**src/rtl/mem_port_arbiter.sv**
```systemverilog
// Shared single-port RAM arbiter between instruction fetch and the memory stage.
// Three-state access (IDLE -> ACC -> RESP); the completion pulse appears in the following IDLE cycle.
module mem_port_arbiter (
  input  logic        clk,
  input  logic        rst,
  input  logic        if_req,
  input  logic [31:0] if_addr,
  input  logic        if_abort,
  input  logic        mem_rd_req,
  input  logic        mem_wr_req,
  input  logic [31:0] mem_addr,
  input  logic [31:0] mem_wdata,
  output logic [29:0] ram_addr,
  output logic [31:0] ram_wdata,
  output logic        ram_w_en,
  input  logic [31:0] ram_rdata,
  output logic        if_valid,
  output logic [31:0] if_rdata,
  output logic        mem_rd_valid,
  output logic [31:0] mem_rdata,
  output logic        mem_wr_done,
  output logic        sel_stall,
  output logic        if_stall,
  output logic        protocol_err
);

  typedef enum logic [1:0] {IDLE, ACC, RESP} state_t;
  typedef enum logic [1:0] {OWN_IF, OWN_MRD, OWN_MWR} owner_t;

  typedef struct packed {
    owner_t      owner;
    logic [29:0] waddr;
    logic [31:0] wdata;
  } acc_t;

  state_t      state, state_nxt;
  acc_t        acc_q, acc_nxt;
  logic [1:0]  starve_q, starve_nxt;
  logic        abort_q;
  logic        if_vld_q, rd_vld_q, wr_done_q;
  logic [31:0] rdata_q;
  logic        err_q;

  logic        elig_if, elig_rd, elig_wr;
  logic        gnt;
  owner_t      gnt_own;

  // Byte-lane bits are ignored; the RAM is word addressed.
  logic unused_addr_bits;
  assign unused_addr_bits = ^{if_addr[1:0], mem_addr[1:0]};

  // Pulses are forced low while reset is held so nothing completes across a reset.
  assign if_valid     = if_vld_q & ~if_abort & ~rst;
  assign mem_rd_valid = rd_vld_q & ~rst;
  assign mem_wr_done  = wr_done_q & ~rst;
  assign if_rdata     = rdata_q;
  assign mem_rdata    = rdata_q;
  assign protocol_err = err_q;

  assign sel_stall = (mem_rd_req | mem_wr_req) & ~(mem_rd_valid | mem_wr_done);
  assign if_stall  = if_req & ~if_valid;

  assign ram_addr  = acc_q.waddr;
  assign ram_wdata = acc_q.wdata;
  assign ram_w_en  = (state == ACC) & (acc_q.owner == OWN_MWR) & ~rst;

  // A requester completing this cycle is not re-granted in the same cycle.
  assign elig_if = if_req & ~if_abort & ~if_valid;
  assign elig_rd = mem_rd_req & ~mem_rd_valid;
  assign elig_wr = mem_wr_req & ~mem_wr_done;

  always_comb begin
    gnt     = 1'b0;
    gnt_own = OWN_IF;
    if (elig_if && (!(elig_rd || elig_wr) || starve_q == 2'd3)) begin
      gnt     = 1'b1;
      gnt_own = OWN_IF;
    end else if (elig_wr) begin
      gnt     = 1'b1;
      gnt_own = OWN_MWR;
    end else if (elig_rd) begin
      gnt     = 1'b1;
      gnt_own = OWN_MRD;
    end
  end

  always_comb begin
    state_nxt  = state;
    acc_nxt    = acc_q;
    starve_nxt = starve_q;
    case (state)
      IDLE: begin
        if (!if_req || (gnt && gnt_own == OWN_IF))
          starve_nxt = 2'd0;
        else if (gnt && starve_q != 2'd3)
          starve_nxt = starve_q + 2'd1;
        if (gnt) begin
          state_nxt     = ACC;
          acc_nxt.owner = gnt_own;
          acc_nxt.waddr = (gnt_own == OWN_IF) ? if_addr[31:2] : mem_addr[31:2];
          acc_nxt.wdata = mem_wdata;
        end
      end
      ACC:     state_nxt = RESP;
      RESP:    state_nxt = IDLE;
      default: state_nxt = IDLE;
    endcase
  end

  always_ff @(posedge clk) begin
    if (rst) begin
      state     <= IDLE;
      acc_q     <= '0;
      starve_q  <= 2'd0;
      abort_q   <= 1'b0;
      if_vld_q  <= 1'b0;
      rd_vld_q  <= 1'b0;
      wr_done_q <= 1'b0;
      rdata_q   <= '0;
      err_q     <= 1'b0;
    end else begin
      state     <= state_nxt;
      acc_q     <= acc_nxt;
      starve_q  <= starve_nxt;
      err_q     <= err_q | (mem_rd_req & mem_wr_req);
      if_vld_q  <= 1'b0;
      rd_vld_q  <= 1'b0;
      wr_done_q <= 1'b0;
      if (state == IDLE)
        abort_q <= 1'b0;
      else if (if_abort && acc_q.owner == OWN_IF)
        abort_q <= 1'b1;
      // Aborted fetches still finish the RAM access; only the pulse is dropped.
      if (state == RESP) begin
        rdata_q   <= ram_rdata;
        if_vld_q  <= (acc_q.owner == OWN_IF) & ~abort_q & ~if_abort;
        rd_vld_q  <= (acc_q.owner == OWN_MRD);
        wr_done_q <= (acc_q.owner == OWN_MWR);
      end
    end
  end

endmodule

```
**config.mk**
```make
export PLATFORM = sky130hd
export DESIGN_NAME = mem_port_arbiter
export DESIGN_NICKNAME = d
export VERILOG_FILES = /design/src/rtl/mem_port_arbiter.sv
export SDC_FILE = /design/constraint.sdc
export NUM_CORES = 1
export LEC_CHECK = 0
export BUFFER_PORTS_ARGS = -buffer_cell sky130_fd_sc_hd__buf_4
export CAP_MARGIN = 0
export CELL_PAD_IN_SITES_DETAIL_PLACEMENT = 1
export CELL_PAD_IN_SITES_GLOBAL_PLACEMENT = 1
export CORE_MARGIN = 4
export CORE_UTILIZATION = 31
export CTS_CLUSTER_SIZE = 24
export DETAILED_ROUTE_END_ITERATION = 7
export GPL_TIMING_DRIVEN = 0
export MAX_ROUTING_LAYER = met4
export PLACE_DENSITY = 0.82
export SLEW_MARGIN = 30
export SYNTH_ARGS = -nofsm -noshare
export SYNTH_HDL_FRONTEND = slang
export SYNTH_SLANG_ARGS = --single-unit
```
**constraint.sdc**
```tcl
create_clock -name clk -period 1.81 [get_ports clk]
set_input_delay 0.362 -clock clk [delete_from_list [all_inputs] [get_ports clk]]
set_output_delay 0.362 -clock clk [all_outputs]
set_load 0.05 [all_outputs]
```
After elaboration in Yosys (flattened, before gate mapping)
Cells that the tools add are included.
{ "totals": {"output_inout_bits": 133, "regBits": 105, "wordCells": 73, "input_bits": 134} }
{ "classes": {"n_addsub": 1, "mux": 11, "eq_ne": 7, "reduce_logical": 17, "bitwise_logic": 26} }
{ "op_table": {"columns": ["op", "count"], "rows": [
  ["30-bit two-way mux", 1],
  ["1-bit AND", 15],
  ["2-bit two-way mux", 5],
  ["1-bit NOT", 8],
  ["2-bit == test (second input constant)", 3],
  ["2-bit logical NOT", 3],
  ["2-bit by 1-bit == test with 1-bit output (second input constant)", 2],
  ["1-bit logical AND", 4],
  ["1-bit two-way mux", 4],
  ["2-bit != test (second input constant)", 2],
  ["2-bit one-hot mux with 2 select lines", 1],
  ["2-bit AND reduction", 2],
  ["2-bit OR reduction", 2],
  ["1-bit logical OR", 3],
  ["1-bit bitwise OR", 3],
  ["2-bit by 1-bit adder with 2-bit output (second input constant)", 1],
  ["1-bit logical NOT", 2],
  ["2-bit nonzero test", 1]
]} }

Longest topological paths before layout
Gate-level depths: netlist of run 1.
{ "logic_depth": {"ltp_word": 14, "depth_mapped": 6, "mapped_depth_nobuf": 5} }

Least setup slack after synthesis of run 1
No wires, ideal clock.
{ "synth_timing": {"path_kind": "input port to output port", "from": "input rst", "to": "output sel_stall", "n_path_buf": 1, "required_ns": 1.448, "stages": 3, "slack_ns": -0.486, "arrival_time_ns": 1.934, "path_cell_list": "buf_2 -> nor2b_1 -> nor3_1"} }
{ "synth_between": {"elab_chain_len": 5, "word_cells_on_any_way": 6, "cone_classes": "bitwise (6)"} }
{ "synth_lines": {"columns": ["element", "line", "rtl"], "rows": [
  ["start, declared", "5", "input logic rst,"],
  ["1-bit NOT", "55", "assign mem_wr_done = wr_done_q & ~rst;"],
  ["1-bit AND", "55", null],
  ["named net mem_wr_done", "21", "output logic mem_wr_done,"],
  ["1-bit bitwise OR", "60", "assign sel_stall = (mem_rd_req | mem_wr_req) & ~(mem_rd_valid | mem_wr_done);"],
  ["1-bit NOT", "60", null],
  ["1-bit AND", "60", null],
  ["end, declared", "22", "output logic sel_stall,"]
]} }
The timed path passes the listed nets, and every way through them passes these cells.

Worst setup path in the final report of run 1
{ "layout_timing": {"from": "register state[0]", "to": "output ram_w_en"} }
{ "layout_between": {"elab_chain_len": 3} }
{ "layout_lines": {"columns": ["element", "line", "rtl"], "rows": [
  ["start, declared", "36", "state_t state, state_nxt;"],
  ["start signal, assigned", "122", "state <= state_nxt;"],
  ["2-bit by 1-bit == test with 1-bit output", "65", "assign ram_w_en = (state == ACC) & (acc_q.owner == OWN_MWR) & ~rst;"],
  ["1-bit AND (2 in series)", "65", null],
  ["end, declared", "15", "output logic ram_w_en,"]
]} }
Every way passes these cells.

==> results of run 1 <==
==> logic make-up after synthesis <==
group | after synthesis | synth area share, %
simple gates | 167 | 15.6
buf+inv | 149 | 19.1
fa+ha+maj | 1 | 0.249
flops | 105 | 41.8
compound gates | 201 | 23.2
==> worst max path at each step <==
| stage | slack (ns) | from | depth (start not counted) | to |
|---|---|---|---|---|
| final | 0.12 | state[0] | 3 | ram_w_en |
| after global routing | -0.02 | starve_q[0] | 6 | ram_addr[11] |
| after CTS | 0.01 | starve_q[0] | 6 | ram_addr[25] |
| after detailed placement | -0.14 | state[1] | 4 | ram_addr[13] |
| after global placement | -0.06 | state[1] | 4 | ram_addr[15] |
| after floorplan | 0.009 | rst | 4 | if_stall |
==> power by group through the flow <==
stage	sequential [mW]	clock, mW	combinational (mW)
2_1_floorplan	2.75	0	1.42
3_3_place_gp	2.67	0	2.24
3_5_place_dp	2.68	0	2.27
4_1_cts	2.62	2.06	2.28
5_1_grt	2.65	2.16	2.40
6_report	2.62	2.02	2.26
==> layer usage <==
layer | vias up | global-route usage [%]
li1 | 2639 | -
met1 | 2580 | 25.0
met2 | 200 | 34.1
met3 | 32 | 4.12
met4 | 0 | 7.00
met5 | - | -
==> repair_timing <==
action / in CTS / in global routing
endpoints found under the setup margin: 34 / 39
gates resized for setup: 2 / 14
pin swaps: 0 / 3
setup buffers: 0 / 0
hold endpoints to repair: 0 / 0
hold buffers: 0 / 0
==> Yosys cell counts (3+ instances only) <==
library cell               number  area share (%)
sky130_fd_sc_hd__a21oi_1       99             9.8
sky130_fd_sc_hd__a311oi_1      30             5.2
sky130_fd_sc_hd__buf_2         18             1.8
sky130_fd_sc_hd__buf_4         94              14
sky130_fd_sc_hd__buf_6          3            0.67
sky130_fd_sc_hd__clkbuf_1      26             1.9
sky130_fd_sc_hd__clkbuf_2       5            0.50
sky130_fd_sc_hd__dfxtp_1      105              42
sky130_fd_sc_hd__nand2_1       67             5.0
sky130_fd_sc_hd__nand2b_1       4            0.50
sky130_fd_sc_hd__nand3_1       65             6.5
sky130_fd_sc_hd__nor2_1         9            0.67
sky130_fd_sc_hd__nor2b_1        5            0.62
sky130_fd_sc_hd__nor3_1         5            0.50
sky130_fd_sc_hd__o21ai_0       62             6.2
sky130_fd_sc_hd__o21ai_1        3            0.30
==> area by class of cell <==
cell class / instances / area share, %
Buffer: 148 / 12.8
Timing Repair Buffer: 262 / 25.8
Inverter: 1 / 0.0493
Clock buffer: 12 / 3.23
Multi-Input combinational cell: 369 / 26.3
Tap cell: 216 / 3.55
Sequential cell: 105 / 27.6
Clock inverter: 4 / 0.690
==> worst max-delay path: stages, from the launching register on <==
cell                      delay [ns]
sky130_fd_sc_hd__dfxtp_1        0.40
sky130_fd_sc_hd__nor3b_2        0.20
sky130_fd_sc_hd__and3b_1        0.19
sky130_fd_sc_hd__buf_4          0.20
==> sequential cells by signal, indices dropped and copies added, names as in the netlist, 2 cells and up <==
name / cells
acc_q: 2
state: 2
ram_wdata: 32
ram_addr: 30
if_rdata: 32
starve_q: 2
==> stage by stage <==
stage | utilization, % | power, mW | cells
floorplan | - | 4.17 | 623
global placement | 45.9 | 4.90 | 1101
detailed placement | 45.9 | 4.95 | 1101
CTS | 47.8 | 6.96 | 1117
global route | 48.0 | 7.21 | 1117
finish | 48.0 | 6.90 | 1117
==> results_tabular.tex, run 1 <==
\begin{tabular}{lr}
\hline
Metric & Value \\
\hline
\multicolumn{2}{l}{\textbf{Cells and area}} \\
\quad Leading cell types in the layout, fill and taps excluded & sky130\_fd\_sc\_hd\_\_buf\_4 (358), sky130\_fd\_sc\_hd\_\_dfxtp\_1 (105), sky130\_fd\_sc\_hd\_\_a21oi\_1 (99) \\
\quad Layout Nets & 1,031 \\
\quad Area Overhead vs Synth & 51.4\% \\
\quad Area of all placed cells without fillers & $\sim$7600 um2 \\
\quad Combined area of the multi-input logic cells & 2010 um2 \\
\quad Fraction of layout cells with a size suffix above 1 & 45.8\% \\
\quad Diodes inserted & 0 \\
\quad Leading cell type in the layout, fill and taps excluded & sky130\_fd\_sc\_hd\_\_buf\_4 \\
\quad Fill cell instance count of the final layout & 2,004 \\
\quad Storage cell area & 2100 um2 \\
\multicolumn{2}{l}{\textbf{Timing}} \\
\quad Transition time at the pin with the least slew margin & 0.596 ns \\
\quad Relative slew slack & 60.3\% \\
\quad Setup-violating endpoint count in the final report & 0 \\
\quad Clock Skews & roughly 0.0055 ns \\
\quad Final Critical Period & 1.69 ns \\
\quad RSZ-0062 raised after global routing & true \\
\quad Share of the clock period used by the worst path after layout & between 90\% and 100\% \\
\quad Final hold viol count & 0 \\
\quad Slew Viols, Final & 0 \\
\quad Post-Route Hold Slack & 0.257 ns \\
\quad Aggregate negative setup slack & 0 ns \\
\quad Final Worst Setup Slack & 0.115 ns \\
\quad Max Freq & between 500 and 600 MHz \\
\multicolumn{2}{l}{\textbf{Synth}} \\
\quad Flip-flop and latch count after synthesis & around 110 \\
\quad Mean instance size in the synthesized netlist & 8.08 um2 \\
\quad Count of flip-flops with a built-in enable after synthesis & 0 \\
\quad Ys Warns & 0 \\
\quad Net count after synthesis & 758 \\
\quad Post-synthesis cell type count & 34 \\
\quad Portion of the post-synthesis area used by sequential elements & 41.8\% \\
\quad Most frequently used flop master after synthesis & sky130\_fd\_sc\_hd\_\_dfxtp\_1 \\
\quad Post-synthesis async set-or-reset flop share & 0\% \\
\quad Cell area after synthesis & slightly above 5000 um2 \\
\quad Synthesized instance count & 623 \\
\multicolumn{2}{l}{\textbf{Clock network}} \\
\quad Clock latency of the later-clocked register in the worst-skew pair & 0.34 ns \\
\quad Clock sink total & 105 \\
\quad Number of levels in the clock H-tree & 3 \\
\quad Cell at the root of the clock tree & sky130\_fd\_sc\_hd\_\_clkbuf\_16 \\
\quad TritonCTS Buffers & 9 \\
\quad TritonCTS clock tree & yes \\
\quad Clock tree buffer depth & 2 \\
\quad Clock slew at the register clock pins of the worst setup and hold paths & 0.07 ns \\
\multicolumn{2}{l}{\textbf{Worst setup path}} \\
\quad Flop-to-flop setup slack & 0.14 ns \\
\quad Launching element type of the critical path & flop \\
\quad Critical setup path kind & flop to output port \\
\quad Highest fanout seen on the critical path & 5 \\
\quad Kind of capture point of the worst setup path & output port \\
\quad Worst EP required & 1.45 ns \\
\quad FF-to-FF path depth & 5 \\
\quad Startpoint of the most critical register-to-register path & if\_vld\_q \\
\quad Signal arrival time at the worst endpoint & 1.33 ns \\
\quad Terminus of the critical flop-to-flop path & ram\_addr[2] \\
\multicolumn{2}{l}{\textbf{Routing}} \\
\quad Vias & 5,451 \\
\quad 1st-iter DRT viols & 194 \\
\quad Wire length on met1 & 8210 um \\
\quad Drt pass-1 iters & 4 \\
\quad Met3 Routed Length & 1160 um \\
\quad Post-DR wirelength/cell & 17.0 um \\
\quad Vias per std cell & 4.88 \\
\quad Top Metal Used & met4 \\
\quad Drt drc & 0 \\
\quad WL final & between 15,000 and 20,000 um \\
\quad Wire length on met2 & around 9200 um \\
\quad Post-route ant nets & 0 \\
\multicolumn{2}{l}{\textbf{Pwr}} \\
\quad Internal power of the cells & 4.50 mW \\
\quad Worst vdd rail ir drop & 0.449 mV \\
\quad Net switching component of the power & 2.40 mW \\
\quad Share of total power in sequential cells & between 30\% and 40\% \\
\quad Leakage & 3.51 nW \\
\quad Power density over cell area & 906 nW/um2 \\
\quad Fraction of power spent switching nets & 34.8\% \\
\quad Part of the total power dissipated in the clock network & 29.3\% \\
\quad Combinational Power Share & 32.8\% \\
\multicolumn{2}{l}{\textbf{Place}} \\
\quad Number of buffers inserted by port buffering & 262 \\
\quad Placed wire-length estimate & 14,700 um \\
\quad Last weighted congestion value of the routability-driven placer & 0.830 \\
\quad Worst slack at placement & -0.135 ns \\
\quad Area after detailed placement & 7280 um2 \\
\multicolumn{2}{l}{\textbf{Global route}} \\
\quad Antenna violations before repair & 0 \\
\quad Maximum number of pins on one net before global-route repair & 17 \\
\quad Total global routing overflow & 0 \\
\quad First-pass GRT wire length & approximately 29,000 um \\
\quad Vias in the first global route & 5,613 \\
\quad All-Layer GR Usage & 20.5\% \\
\multicolumn{2}{l}{\textbf{Run status}} \\
\quad Run status & complete, no violations \\
\multicolumn{2}{l}{\textbf{Floorplanning}} \\
\quad Area of the core & around 16,000 um2 \\
\quad Initial cell density of the core & a little under a third \\
\quad Floorplan die width & 135 um \\
\quad Die Y & 135 um \\
\quad Rows & 46 \\
\quad Top-level port count & 267 \\
\quad Die outline area & 18,300 um2 \\
\multicolumn{2}{l}{\textbf{Run}} \\
\quad Max-cap violations & 0 \\
\multicolumn{2}{l}{\textbf{Min path}} \\
\quad Hold-critical path depth & 3 \\
\quad Capture endpoint of the worst hold path & if\_rdata[1] \\
\quad Hold\_sp & ram\_rdata[1] \\
\quad Classification of the worst-slack hold path & input port to flop \\
\hline
\end{tabular}
No activity file was read; power rests on OpenSTA's default activity.
==> run 2, diff against run 1 <==
--- a/config.mk
+++ b/config.mk
@@ -10,12 +10,12 @@
 export CELL_PAD_IN_SITES_DETAIL_PLACEMENT = 1
 export CELL_PAD_IN_SITES_GLOBAL_PLACEMENT = 1
 export CORE_MARGIN = 4
-export CORE_UTILIZATION = 31
+export CORE_UTILIZATION = 34
 export CTS_CLUSTER_SIZE = 24
 export DETAILED_ROUTE_END_ITERATION = 7
 export GPL_TIMING_DRIVEN = 0
 export MAX_ROUTING_LAYER = met4
-export PLACE_DENSITY = 0.82
+export PLACE_DENSITY = 0.88
 export SLEW_MARGIN = 30
 export SYNTH_ARGS = -nofsm -noshare
 export SYNTH_HDL_FRONTEND = slang
==> constraint.sdc (replaced) <==
create_clock -name clk -period 2 [get_ports clk]
set_input_delay 0.4 -clock clk [delete_from_list [all_inputs] [get_ports clk]]
set_output_delay 0.4 -clock clk [all_outputs]
set_load 0.005 [all_outputs]
==> run 2 against run 1 <==
Clock-buffer cell count rose by 1. First-iteration DRC count decreased by 2.1%. Largest power group unchanged. Non-clock buffer count did not move. Combinational power fell by 40%. Cell count down 2.9%. Via count fell by 0.50%. Hold slack improved by 0.037 ns.
==> results_tabular.tex, run 2 (synthesis results as in run 1) <==
\begin{tabular}{lr}
\hline
Metric & Value \\
\hline
\multicolumn{2}{l}{\textbf{Timing}} \\
\quad Slew Viols, Final & 0 \\
\quad Setup-violating endpoint count in the final report & 0 \\
\quad RSZ-0062 raised after global routing & false \\
\quad Relative slew slack & 62.0\% \\
\quad Final Critical Period & 1.77 ns \\
\quad Max Freq & 564 MHz \\
\quad Clock Skews & roughly 0.0084 ns \\
\quad Aggregate negative setup slack & 0 ns \\
\quad Transition time at the pin with the least slew margin & between 0.5 and 0.6 ns \\
\quad Share of the clock period used by the worst path after layout & between 80\% and 90\% \\
\quad Final hold viol count & 0 \\
\multicolumn{2}{l}{\textbf{Floorplanning}} \\
\quad Die Y & around 130 um \\
\quad Area of the core & 14,500 um2 \\
\quad Floorplan die width & 130 um \\
\quad Rows & 44 \\
\quad Initial cell density of the core & 34.6\% \\
\quad Die outline area & 16,800 um2 \\
\quad Top-level port count & roughly 270 \\
\multicolumn{2}{l}{\textbf{Min path}} \\
\quad Hold\_sp & ram\_rdata[25] \\
\quad Capture endpoint of the worst hold path & if\_rdata[25] \\
\quad Hold-critical path depth & 3 \\
\quad Classification of the worst-slack hold path & input port to flop \\
\multicolumn{2}{l}{\textbf{Routing}} \\
\quad Vias per std cell & 5.00 \\
\quad 1st-iter DRT viols & 190 \\
\quad Post-DR wirelength/cell & 17.3 um \\
\quad Post-route ant nets & 0 \\
\quad Drt pass-1 iters & 4 \\
\quad Drt drc & 0 \\
\quad WL final & 18,800 um \\
\quad Vias & 5,424 \\
\multicolumn{2}{l}{\textbf{Clock network}} \\
\quad Clock tree buffer depth & 2 \\
\quad Total of cells resized after clock tree synthesis & 0 \\
\quad Clock sink total & 105 \\
\quad TritonCTS Buffers & 9 \\
\quad Clock latency of the later-clocked register in the worst-skew pair & 0.35 ns \\
\quad Cell at the root of the clock tree & sky130\_fd\_sc\_hd\_\_clkbuf\_16 \\
\quad Clock slew at the register clock pins of the worst setup and hold paths & 0.07 ns \\
\quad Setup bufs post-CTS & 0 \\
\quad TritonCTS clock tree & yes \\
\quad Number of levels in the clock H-tree & 3 \\
\quad Hold\_buf cts & 0 \\
\multicolumn{2}{l}{\textbf{Cells and area}} \\
\quad Diodes inserted & 0 \\
\quad Area Overhead vs Synth & 50.1\% \\
\quad Leading cell type in the layout, fill and taps excluded & sky130\_fd\_sc\_hd\_\_buf\_4 \\
\quad Leading cell types in the layout, fill and taps excluded & sky130\_fd\_sc\_hd\_\_buf\_4 (356), sky130\_fd\_sc\_hd\_\_dfxtp\_1 (105), sky130\_fd\_sc\_hd\_\_a21oi\_1 (99) \\
\quad Layout Nets & 1,031 \\
\quad Area of all placed cells without fillers & 7550 um2 \\
\quad Fraction of layout cells with a size suffix above 1 & approximately 45\% \\
\multicolumn{2}{l}{\textbf{Worst setup path}} \\
\quad Critical setup path kind & flop to flop \\
\quad Highest fanout seen on the critical path & 10 \\
\quad Flop-to-flop setup slack & 0.23 ns \\
\quad FF-to-FF path depth & 6 \\
\quad Terminus of the critical flop-to-flop path & ram\_addr[11] \\
\quad Worst EP required & 2.24 ns \\
\quad Launching element type of the critical path & flop \\
\quad Signal arrival time at the worst endpoint & 2.02 ns \\
\quad Kind of capture point of the worst setup path & flop \\
\quad Startpoint of the most critical register-to-register path & starve\_q[0] \\
\multicolumn{2}{l}{\textbf{Run status}} \\
\quad Run status & complete, no violations \\
\multicolumn{2}{l}{\textbf{Pwr}} \\
\quad Leakage & approximately 3.5 nW \\
\quad Worst vdd rail ir drop & between 0.3 and 0.4 mV \\
\quad Power density over cell area & approximately 750 nW/um2 \\
\quad Post-layout power & approximately 5.6 mW \\
\multicolumn{2}{l}{\textbf{Place}} \\
\quad Last weighted congestion value of the routability-driven placer & 0.813 \\
\quad Placed wire-length estimate & 14,500 um \\
\quad Area after detailed placement & 7230 um2 \\
\quad Number of buffers inserted by port buffering & 262 \\
\multicolumn{2}{l}{\textbf{Run}} \\
\quad Max-cap violations & 0 \\
\multicolumn{2}{l}{\textbf{Global route}} \\
\quad Total global routing overflow & 0 \\
\quad Vias in the first global route & 5,721 \\
\quad All-Layer GR Usage & 22.3\% \\
\quad Maximum number of pins on one net before global-route repair & 17 \\
\quad First-pass GRT wire length & 28,700 um \\
\quad Antenna violations before repair & 0 \\
\hline
\end{tabular}
[run 2: cell types whose count changed in the layout (fill, tap and decap cells not counted), sizes merged]
cell and change:
clkinv -3, buf +2, clkbuf -1, clkinvlp +1, inv +1
[run 2: how the worst max path moves through the flow]
stage / from / to / slack [ns] / cells after the start
2_1_floorplan: rst / ram_wdata[15] / 0.53 / 5
3_3_place_gp: rst / ram_addr[29] / 0.08 / 7
3_5_place_dp: rst / ram_wdata[15] / 0.01 / 5
4_1_cts: state[1] / ram_addr[18] / 0.006 / 4
5_1_grt: starve_q[0] / ram_addr[25] / 0.07 / 6
6_report: starve_q[0] / ram_addr[11] / 0.23 / 6
[run 2: layout make-up]
cell class	count	area (um2)
Tap cell	184	230
Multi-Input combinational cell	369	1970
Timing Repair Buffer	262	1970
Buffer	148	960
Sequential cell	105	2100
Fill cell	1807	6980
Clock buffer	13	270
Inverter	1	3.75
Clock inverter	3	46.3
[run 2: critical path: stages (launching register included)]
cell,delay [ns]
sky130_fd_sc_hd__dfxtp_1,0.39
sky130_fd_sc_hd__ha_1,0.24
sky130_fd_sc_hd__inv_1,0.08
sky130_fd_sc_hd__nor3_2,0.28
sky130_fd_sc_hd__buf_2,0.26
sky130_fd_sc_hd__o21ai_0,0.11
sky130_fd_sc_hd__a311oi_1,0.31
[run 2: metal layers]
layer | vias to the layer above | wire (um) | GRT usage, %
met5 | - | 0 | -
met4 | 0 | 505 | 8.56
met3 | 34 | 1270 | 4.16
met2 | 197 | 9260 | 37.3
met1 | 2550 | 7730 | 26.5
li1 | 2643 | - | -
[run 2: report_power, final]
part           switching, mW  leakage (nW)  internal [mW]
Clock                  0.811         0.152           1.08
Combinational          0.596          2.49          0.769
Sequential             0.109         0.863           2.27
Total                   1.52          3.50           4.12
[run 2: metrics by stage]
step,hold WS [ns],utilization (%),setup slack [ns],std cells
2_1_floorplan,0.446,-,0.534,623
3_3_place_gp,0.447,49.7,0.0782,1069
3_5_place_dp,0.462,49.7,0.0138,1069
4_1_cts,0.282,51.9,0.00632,1085
5_1_grt,0.292,52.0,0.0661,1085
6_report,0.294,52.0,0.228,1085
==> run 3, diff against run 2 <==
--- a/config.mk
+++ b/config.mk
@@ -15,7 +15,7 @@
 export DETAILED_ROUTE_END_ITERATION = 7
 export GPL_TIMING_DRIVEN = 0
 export MAX_ROUTING_LAYER = met4
-export PLACE_DENSITY = 0.88
+export PLACE_DENSITY = 0.83
 export SLEW_MARGIN = 30
 export SYNTH_ARGS = -nofsm -noshare
 export SYNTH_HDL_FRONTEND = slang
==> constraint.sdc (replaced) <==
create_clock -name clk -period 2 [get_ports clk]
set_input_delay 0.2 -clock clk [delete_from_list [all_inputs] [get_ports clk]]
set_output_delay 0.2 -clock clk [all_outputs]
set_load 0.005 [all_outputs]
==> run 3 against run 2 <==
Sequential power is essentially flat. Global-route usage shrank 0.69 points. Hold slack lost 0.20 ns. Combinational power is essentially flat. Worst setup slack gained 0.0032 ns. Sequential share of layout area grew 0.051 points. Die area is the same. Utilization shrank 0.095 points. Clock power shrank 3%. Register-to-register slack is essentially flat. Critical path type unchanged. Highest routed layer unchanged.
==> results_tabular.tex, run 3 (synthesis results as in run 1) <==
\begin{tabular}{lr}
\hline
Metric & Value \\
\hline
\multicolumn{2}{l}{\textbf{Run status}} \\
\quad Run status & complete, no violations \\
\multicolumn{2}{l}{\textbf{Timing}} \\
\quad Max Freq & 565 MHz \\
\quad Setup-violating endpoint count in the final report & 0 \\
\quad Transition time at the pin with the least slew margin & 0.571 ns \\
\quad RSZ-0062 raised after global routing & false \\
\quad Final Worst Setup Slack & 0.231 ns \\
\quad Slew Viols, Final & 0 \\
\quad Relative slew slack & between 60\% and 70\% \\
\quad Share of the clock period used by the worst path after layout & 88.5\% \\
\quad Final Critical Period & between 1.5 and 2 ns \\
\quad Final hold viol count & 0 \\
\quad Aggregate negative setup slack & 0 ns \\
\quad Clock Skews & 0.00871 ns \\
\multicolumn{2}{l}{\textbf{Place}} \\
\quad Last weighted congestion value of the routability-driven placer & 0.813 \\
\quad Placed wire-length estimate & between 10,000 and 15,000 um \\
\quad Number of placed cells counting well taps & 1,069 \\
\quad Worst slack at placement & just under 0.09 ns \\
\quad Number of buffers inserted by port buffering & 262 \\
\multicolumn{2}{l}{\textbf{Min path}} \\
\quad Classification of the worst-slack hold path & input port to flop \\
\quad Hold-critical path depth & 3 \\
\multicolumn{2}{l}{\textbf{Pwr}} \\
\quad Post-layout power & between 5 and 6 mW \\
\quad Worst vdd rail ir drop & 0.344 mV \\
\quad Power density over cell area & around 740 nW/um2 \\
\quad Leakage & 3.50 nW \\
\multicolumn{2}{l}{\textbf{Global route}} \\
\quad Maximum number of pins on one net before global-route repair & 19 \\
\quad First-pass GRT wire length & 27,700 um \\
\quad Antenna violations before repair & 0 \\
\quad Total global routing overflow & 0 \\
\quad All-Layer GR Usage & a little over a fifth \\
\quad Vias in the first global route & 5,446 \\
\multicolumn{2}{l}{\textbf{Cells and area}} \\
\quad Non-filler instance count after layout & between 1,000 and 1,500 \\
\quad End-of-flow core utilization & 51.9\% \\
\quad Diodes inserted & 0 \\
\quad Area Overhead vs Synth & 49.8\% \\
\quad Leading cell types in the layout, fill and taps excluded & sky130\_fd\_sc\_hd\_\_buf\_4 (356), sky130\_fd\_sc\_hd\_\_dfxtp\_1 (105), sky130\_fd\_sc\_hd\_\_a21oi\_1 (99) \\
\quad Fraction of layout cells with a size suffix above 1 & around 45\% \\
\quad Leading cell type in the layout, fill and taps excluded & sky130\_fd\_sc\_hd\_\_buf\_4 \\
\quad Layout Nets & about 1,000 \\
\quad Storage cell area & 2100 um2 \\
\quad Fill cell instance count of the final layout & roughly 1,900 \\
\quad Combined area of the multi-input logic cells & 1970 um2 \\
\multicolumn{2}{l}{\textbf{Clock network}} \\
\quad TritonCTS Buffers & 9 \\
\quad Number of levels in the clock H-tree & 3 \\
\quad TritonCTS clock tree & yes \\
\quad Clock slew at the register clock pins of the worst setup and hold paths & around 0.080 ns \\
\quad Clock sink total & approximately 110 \\
\quad Hold\_buf cts & 0 \\
\quad Clock tree buffer depth & 2 \\
\quad Cell at the root of the clock tree & sky130\_fd\_sc\_hd\_\_clkbuf\_16 \\
\quad Setup bufs post-CTS & 0 \\
\quad Clock latency of the later-clocked register in the worst-skew pair & 0.35 ns \\
\multicolumn{2}{l}{\textbf{Floorplanning}} \\
\quad Area of the core & around 15,000 um2 \\
\quad Initial cell density of the core & 34.6\% \\
\quad Top-level port count & 267 \\
\quad Floorplan die width & about 130 um \\
\quad Die outline area & 16,800 um2 \\
\quad Die Y & about 130 um \\
\quad Rows & 44 \\
\multicolumn{2}{l}{\textbf{Routing}} \\
\quad Drt pass-1 iters & 4 \\
\quad Drt drc & 0 \\
\quad 1st-iter DRT viols & 308 \\
\quad Post-route ant nets & 0 \\
\quad Vias & 5,434 \\
\quad Post-DR wirelength/cell & 17.0 um \\
\quad WL final & approximately 18,000 um \\
\quad Vias per std cell & between 5 and 6 \\
\multicolumn{2}{l}{\textbf{Worst setup path}} \\
\quad Signal arrival time at the worst endpoint & 2.02 ns \\
\quad FF-to-FF path depth & 6 \\
\quad Worst EP required & 2.25 ns \\
\quad Slowest cell on the critical path & sky130\_fd\_sc\_hd\_\_dfxtp\_1 \\
\quad Max stage delay on crit path & 0.41 ns \\
\quad Highest fanout seen on the critical path & 10 \\
\quad Kind of capture point of the worst setup path & flop \\
\quad Critical setup path kind & flop to flop \\
\quad Critical path, cell by cell & ha\_1 -> inv\_1 -> nor3\_2 -> buf\_2 -> o21ai\_0 -> a311oi\_1 \\
\quad Launching element type of the critical path & flop \\
\multicolumn{2}{l}{\textbf{Run}} \\
\quad Max-cap violations & 0 \\
\hline
\end{tabular}
==> run 3: power breakdown <==
group          total [mW]  switching (mW)  internal (mW)
sequential           2.38           0.111           2.27
combinational        1.36           0.593          0.769
clock                1.83           0.850          0.984
==> run 3: critical path: cells and delay by family (launching register included) <==
family	cells	cell delay [ns]
AND/OR/NAND/NOR	1	0.23
flip-flops	1	0.41
AO/OA/AOI/OAI	2	0.44
adder cells (fa/ha/maj)	1	0.25
buffers and inverters	2	0.33
==> run 3: what timing repair did <==
item | 4_1_cts | 5_1_grt
gates resized for setup | 0 | 2
setup endpoints to repair | 0 | 9
hold endpoints to repair | 0 | 0
==> run 3: cell type report <==
class	count	share of cell area (%)
flip-flops and latches	105	27.9
multi-input cells	369	26.2
repair buffers	262	26.1
plain buffers	148	12.7
well taps	184	3.05
clock buffers	9	2.99
clock inverters	7	1.03
inverters	1	0.0498
==> run 3: metal layers <==
layer | vias to the layer above | routed length (um) | global-route usage (%)
met5 | - | 0 | -
met2 | 207 | 9000 | 36.1
met4 | 0 | 299 | 6.60
li1 | 2644 | - | -
met3 | 18 | 1340 | 4.16
met1 | 2565 | 7810 | 26.4
==> run 3: worst paths after layout <==
| check | start | endpoint | slack (ns) |
|---|---|---|---|
| worst min register to register | ram_wdata[27] | ram_wdata[27] | 0.48 |
| worst min-delay path | ram_rdata[7] | if_rdata[7] | 0.09 |
| worst max register to register | starve_q[0] | ram_addr[3] | 0.23 |
| worst max-delay path | starve_q[0] | ram_addr[3] | 0.23 |
==> run 3: stage by stage <==
stage,cell area (um2),hold slack [ns]
3_3_place_gp,7230,0.448
2_1_floorplan,5030,0.336
6_report,7540,0.0912
4_1_cts,7530,0.0772
3_5_place_dp,7230,0.459
5_1_grt,7540,0.0841
